$ cat config.mk
export PLATFORM = sky130hd
export DESIGN_NAME = wb_manager_interface
export DESIGN_NICKNAME = d
export VERILOG_FILES = /design/src/rtl/wb_manager_interface.sv
export SDC_FILE = /design/constraint.sdc
export NUM_CORES = 1
export LEC_CHECK = 0
export BUFFER_PORTS_ARGS = -buffer_cell sky130_fd_sc_hd__clkbuf_2
export CAP_MARGIN = 20
export CORE_MARGIN = 4
export CORE_UTILIZATION = 51
export CTS_BUF_LIST = sky130_fd_sc_hd__clkbuf_4 sky130_fd_sc_hd__clkbuf_8
export CTS_CLUSTER_SIZE = 16
export DETAILED_ROUTE_END_ITERATION = 7
export MAX_ROUTING_LAYER = met4
export PLACE_DENSITY = 0.87
export SKIP_LAST_GASP = 1
export SYNTH_ARGS = -nofsm -noshare
export SYNTH_HDL_FRONTEND = slang
export SYNTH_SLANG_ARGS = --single-unit
export TNS_END_PERCENT = 50
$ cat constraint.sdc
create_clock -name i_wb_clk -period 3.2 [get_ports i_wb_clk]
set_clock_uncertainty 0.1 [all_clocks]
set_input_delay 0.32 -clock i_wb_clk [delete_from_list [all_inputs] [get_ports i_wb_clk]]
set_output_delay 0.32 -clock i_wb_clk [all_outputs]
set_load 0.02 [all_outputs]
$ cat src/rtl/wb_manager_interface.sv
// Single-outstanding Wishbone B4 pipelined manager: one local command in, one bus
// cycle out, one response back (read data or timeout error).
`timescale 1ns/1ps

module wb_manager_interface #(
  parameter int WB_ADDRESS_WIDTH    = 32,
  parameter int WB_DATA_WIDTH       = 32,
  parameter int WB_DATA_GRANULARITY = 8,
  parameter int TIMEOUT_CYCLES      = 64,
  localparam int SELECT_WIDTH       = WB_DATA_WIDTH / WB_DATA_GRANULARITY
) (
  input  logic                        i_wb_clk,
  input  logic                        i_wb_rst_n,
  input  logic                        i_cmd_valid,
  output logic                        o_cmd_ready,
  input  logic                        i_cmd_we,
  input  logic [WB_ADDRESS_WIDTH-1:0] i_cmd_addr,
  input  logic [WB_DATA_WIDTH-1:0]    i_cmd_wdata,
  input  logic [SELECT_WIDTH-1:0]     i_cmd_sel,
  output logic                        o_rsp_valid,
  input  logic                        i_rsp_ready,
  output logic [WB_DATA_WIDTH-1:0]    o_rsp_rdata,
  output logic                        o_rsp_err,
  output logic                        o_wb_cyc,
  output logic                        o_wb_stb,
  output logic                        o_wb_we,
  output logic [WB_ADDRESS_WIDTH-1:0] o_wb_addr,
  output logic [WB_DATA_WIDTH-1:0]    o_wb_dat,
  output logic [SELECT_WIDTH-1:0]     o_wb_sel,
  input  logic [WB_DATA_WIDTH-1:0]    i_wb_dat,
  input  logic                        i_wb_stall,
  input  logic                        i_wb_ack
);

  localparam bit TIMEOUT_EN = (TIMEOUT_CYCLES > 0);
  localparam int CNT_W      = TIMEOUT_EN ? $clog2(TIMEOUT_CYCLES + 1) : 1;
  localparam logic [CNT_W-1:0] CNT_LAST = TIMEOUT_EN ? CNT_W'(TIMEOUT_CYCLES - 1) : '0;

  typedef enum logic [1:0] {
    S_IDLE,
    S_REQ,
    S_WAIT,
    S_RESP
  } state_e;

  state_e                      state_q, state_d;
  logic                        cyc_q, cyc_d;
  logic                        stb_q, stb_d;
  logic                        we_q, we_d;
  logic [WB_ADDRESS_WIDTH-1:0] addr_q, addr_d;
  logic [WB_DATA_WIDTH-1:0]    dat_q, dat_d;
  logic [SELECT_WIDTH-1:0]     sel_q, sel_d;
  logic                        rsp_valid_q, rsp_valid_d;
  logic [WB_DATA_WIDTH-1:0]    rdata_q, rdata_d;
  logic                        err_q, err_d;
  logic [CNT_W-1:0]            cnt_q, cnt_d;

  logic ack_hit;
  logic expired;

  // A stalled request cannot be acknowledged; in WAIT any ack completes the cycle.
  assign ack_hit = ((state_q == S_REQ) && !i_wb_stall && i_wb_ack) ||
                   ((state_q == S_WAIT) && i_wb_ack);
  assign expired = TIMEOUT_EN && (cnt_q == CNT_LAST);

  always_comb begin
    state_d     = state_q;
    cyc_d       = cyc_q;
    stb_d       = stb_q;
    we_d        = we_q;
    addr_d      = addr_q;
    dat_d       = dat_q;
    sel_d       = sel_q;
    rsp_valid_d = rsp_valid_q;
    rdata_d     = rdata_q;
    err_d       = err_q;
    cnt_d       = cnt_q;

    case (state_q)
      S_IDLE: begin
        if (i_cmd_valid) begin
          state_d = S_REQ;
          cyc_d   = 1'b1;
          stb_d   = 1'b1;
          we_d    = i_cmd_we;
          addr_d  = i_cmd_addr;
          dat_d   = i_cmd_wdata;
          sel_d   = i_cmd_sel;
          cnt_d   = '0;
        end
      end
      S_REQ, S_WAIT: begin
        cnt_d = cnt_q + 1'b1;
        if (ack_hit) begin
          state_d     = S_RESP;
          cyc_d       = 1'b0;
          stb_d       = 1'b0;
          rsp_valid_d = 1'b1;
          rdata_d     = we_q ? '0 : i_wb_dat;
          err_d       = 1'b0;
        end else if (expired) begin
          // An ack in the expiry cycle is handled above and takes priority.
          state_d     = S_RESP;
          cyc_d       = 1'b0;
          stb_d       = 1'b0;
          rsp_valid_d = 1'b1;
          rdata_d     = '0;
          err_d       = 1'b1;
        end else if ((state_q == S_REQ) && !i_wb_stall) begin
          state_d = S_WAIT;
          stb_d   = 1'b0;
        end
      end
      S_RESP: begin
        if (i_rsp_ready) begin
          state_d     = S_IDLE;
          rsp_valid_d = 1'b0;
        end
      end
      default: begin
        state_d = S_IDLE;
      end
    endcase
  end

  always_ff @(posedge i_wb_clk or negedge i_wb_rst_n) begin
    if (!i_wb_rst_n) begin
      state_q     <= S_IDLE;
      cyc_q       <= 1'b0;
      stb_q       <= 1'b0;
      we_q        <= 1'b0;
      addr_q      <= '0;
      dat_q       <= '0;
      sel_q       <= '0;
      rsp_valid_q <= 1'b0;
      rdata_q     <= '0;
      err_q       <= 1'b0;
      cnt_q       <= '0;
    end else begin
      state_q     <= state_d;
      cyc_q       <= cyc_d;
      stb_q       <= stb_d;
      we_q        <= we_d;
      addr_q      <= addr_d;
      dat_q       <= dat_d;
      sel_q       <= sel_d;
      rsp_valid_q <= rsp_valid_d;
      rdata_q     <= rdata_d;
      err_q       <= err_d;
      cnt_q       <= cnt_d;
    end
  end

  assign o_cmd_ready = (state_q == S_IDLE);
  assign o_rsp_valid = rsp_valid_q;
  assign o_rsp_rdata = rdata_q;
  assign o_rsp_err   = err_q;
  assign o_wb_cyc    = cyc_q;
  assign o_wb_stb    = stb_q;
  assign o_wb_we     = we_q;
  assign o_wb_addr   = addr_q;
  assign o_wb_dat    = dat_q;
  assign o_wb_sel    = sel_q;

endmodule

==> results.cfg <==
[run_status]
outcome = complete, no violations

[floorplanning]
die_width_um = 102
rows = 33
pin_count = 213
coreArea_um2 = 8380
die_area_um2 = 10300
start_util_pct = 53.3
die_h_um = 102

[finish]
diodes = 0
drive_gt1_share_pct = 57.2
num-nets-final = 669
area_growth_pct = 42.3
final_util_pct = 75.8
design_area_um2 = 6350

[sta]
fin_setup_tns_ps = 0
hold_violations = 0
max_freq_mhz = 446
worst_slack_ps = 959
finalCriticalPeriod_ps = 2240
rsz0062_at_grt = no
worst_pin_slew_ps = 811
final-setup-viol-count = 0
period_share_pct = 70.0
maxSlewHeadroom_pct = 45.7
slew_viol_final = 0

[power_and_ir_drop]
ir_worst_vdd_mv = 0.780
p_leak_nw = 3.23
power.total_mw = 6.88
powerDensity_nw_per_um2 = 1080

[logic_synthesis]
synth_ff_type = dfrtp_1
synth_seq_cells = 114
synthCells = 302
yosysSeqAreaShare_pct = 63.9
syn_area_per_cell_um2 = 14.8
ys_warn_count = 0
synthArstFlopShare_pct = 100
synth_edf_count = 0
synth.distinct_cells = 32
synth_nets = 415
synth_area_um2 = 4460

[routing]
vias = 3545
dr.pass1.iters = 5
totalWireLength_um = 12200
remaining_drc_errors = 0
wire_per_inst_um = 18.1
drtIter0Drc = 106
ant_nets = 0
via_per_inst = 5.27

[clock_tree]
clock_latency_ps = 420
root_buffer = clkbuf_8
clk_pin_slew_ps = 70
post_cts_buffers = 0
cts.path.max_buffers = 2
htreeDepth = 4
cts_tree = built
cts_buffers = 17
cts-resized-gates = 0
postCtsHoldBufs = 32
cts.sinks = 114

[worst_setup_path]
crit_top_cell = inv_1
worstPathMaxFanout = 32
critPathArrivalTime_ps = 2490
worstSetupPathType = reg2reg
cp-end-kind = flop
cpPeakStageDelay_ps = 530
cp.required_ps = 3450
worst_setup_path_start_kind = flop
cpMaxStageDelayCell = ha_1
path_cells = inv_1, ha_1, inv_1, nor3b_4, buf_4, a22o_1

[global_route]
overflow = 0
grt_pass1_wl_um = 18500
grt.total_usage_pct = 24.7
grt_pass1_vias = 3779
grt_max_degree = 57
antenna_found_initial = 0

[placement]
gp_congestion = 0.840
dpl.hpwl_um = 8710
port_buffers = 212
placedInstanceArea_um2 = 5640
pre_cts_ws_ps = 968

[run]
maxCapViolCount = 0

[min_path]
hold_path_class = in2reg
==> cell usage after synthesis (2+ instances only) <==
cell type	count	area share, %
nor4_1	3	0.42
a21oi_1	6	0.67
nand3_1	2	0.22
buf_2	6	0.67
dfrtp_1	114	64
mux2_2	69	17
nor3_1	3	0.34
mux2i_1	2	0.45
buf_6	3	0.76
o21ai_0	8	0.90
inv_1	4	0.34
nand2b_1	4	0.56
buf_1	5	0.42
a22o_1	34	6.7
nor2_1	5	0.42
nand2_1	13	1.1
ha_1	6	1.7
==> metrics by stage <==
step           instances  hold WS [ps]
2_1_floorplan        302         -75.6
3_3_place_gp         610           306
3_5_place_dp         610           317
4_1_cts              673         0.125
5_1_grt              673          2.27
6_report             673          26.8
==> metal layers <==
metal / track usage [%] / up-vias / routed length (µm)
met2: 43.7 / 172 / 6780
met1: 25.8 / 1738 / 4310
met3: 5.99 / 33 / 770
li1: - / 1602 / -
met5: - / - / 0
met4: 11.1 / 0 / 354
==> sequential cells by signal, summed over array words and instances, names as in the netlist <==
name,count
cnt_q,7
o_rsp_err,1
o_rsp_rdata,32
o_rsp_valid,1
o_wb_addr,32
o_wb_cyc,1
o_wb_dat,32
o_wb_sel,4
o_wb_stb,1
o_wb_we,1
state_q,2
==> cells by family (layout without fill, tap and decap cells) <==
family,count (synthesis),in the layout,synth area share [%]
compound gates,56,56,9.89
fa+ha+maj,6,6,1.68
buf+inv,19,285,2.27
flops,114,114,63.9
mux,71,71,17.9
simple gates,36,36,4.40
==> placed cells by master, fill, tap and decap left out, types with 2 or more instances in the layout <==
master	n
clkbuf_2	211
dfrtp_1	114
mux2_2	69
a22o_1	34
dlygate4sd3_1	32
clkbuf_8	23
nand2_1	12
o21ai_0	8
a21oi_1	6
ha_1	6
buf_4	6
nor2_1	5
inv_1	4
nand2b_1	4
nor3_1	3
nor4_1	3
clkinv_2	3
clkinvlp_4	3
nand3_1	2
mux2i_1	2
==> path summary, 6_finish.rpt <==
check                       startpoint             end  slack, ps  cells past startpoint
min                        i_wb_dat[6]  o_rsp_rdata[6]         30                      2
max reg2reg                 state_q[1]  o_rsp_rdata[0]        960                      6
min in group asynchronous   i_wb_rst_n    o_wb_dat[14]        390                      2
max                         state_q[1]  o_rsp_rdata[0]        960                      6
min reg2reg                   cnt_q[1]        cnt_q[1]        400                      2
max in group asynchronous   i_wb_rst_n   o_wb_addr[11]       1830                      3
==> worst max-delay path: cells and delay by family (launching register included) <==
family	cells	cell delay (ps)
compound gates	1	210
fa+ha+maj	1	530
buf+inv	3	680
flops	1	430
simple gates	1	220
==> report_power, final <==
part	switching (mW)	internal (mW)	leakage (nW)
Combinational	1.78	1.25	1.64
Clock	0.564	0.731	0.196
Sequential	0.419	2.13	1.39
Total	2.76	4.12	3.23
==> area by class of cell <==
| class | count | area [µm²] |
|---|---|---|
| flip-flops and latches | 114 | 2850 |
| multi-input cells | 169 | 1520 |
| clock buffers | 23 | 317 |
| well taps | 105 | 131 |
| repair buffers | 250 | 1440 |
| inverters | 4 | 15.0 |
| clock inverters | 8 | 76.3 |
| fillers | 544 | 2030 |
No activity file was read; power rests on OpenSTA's default activity.
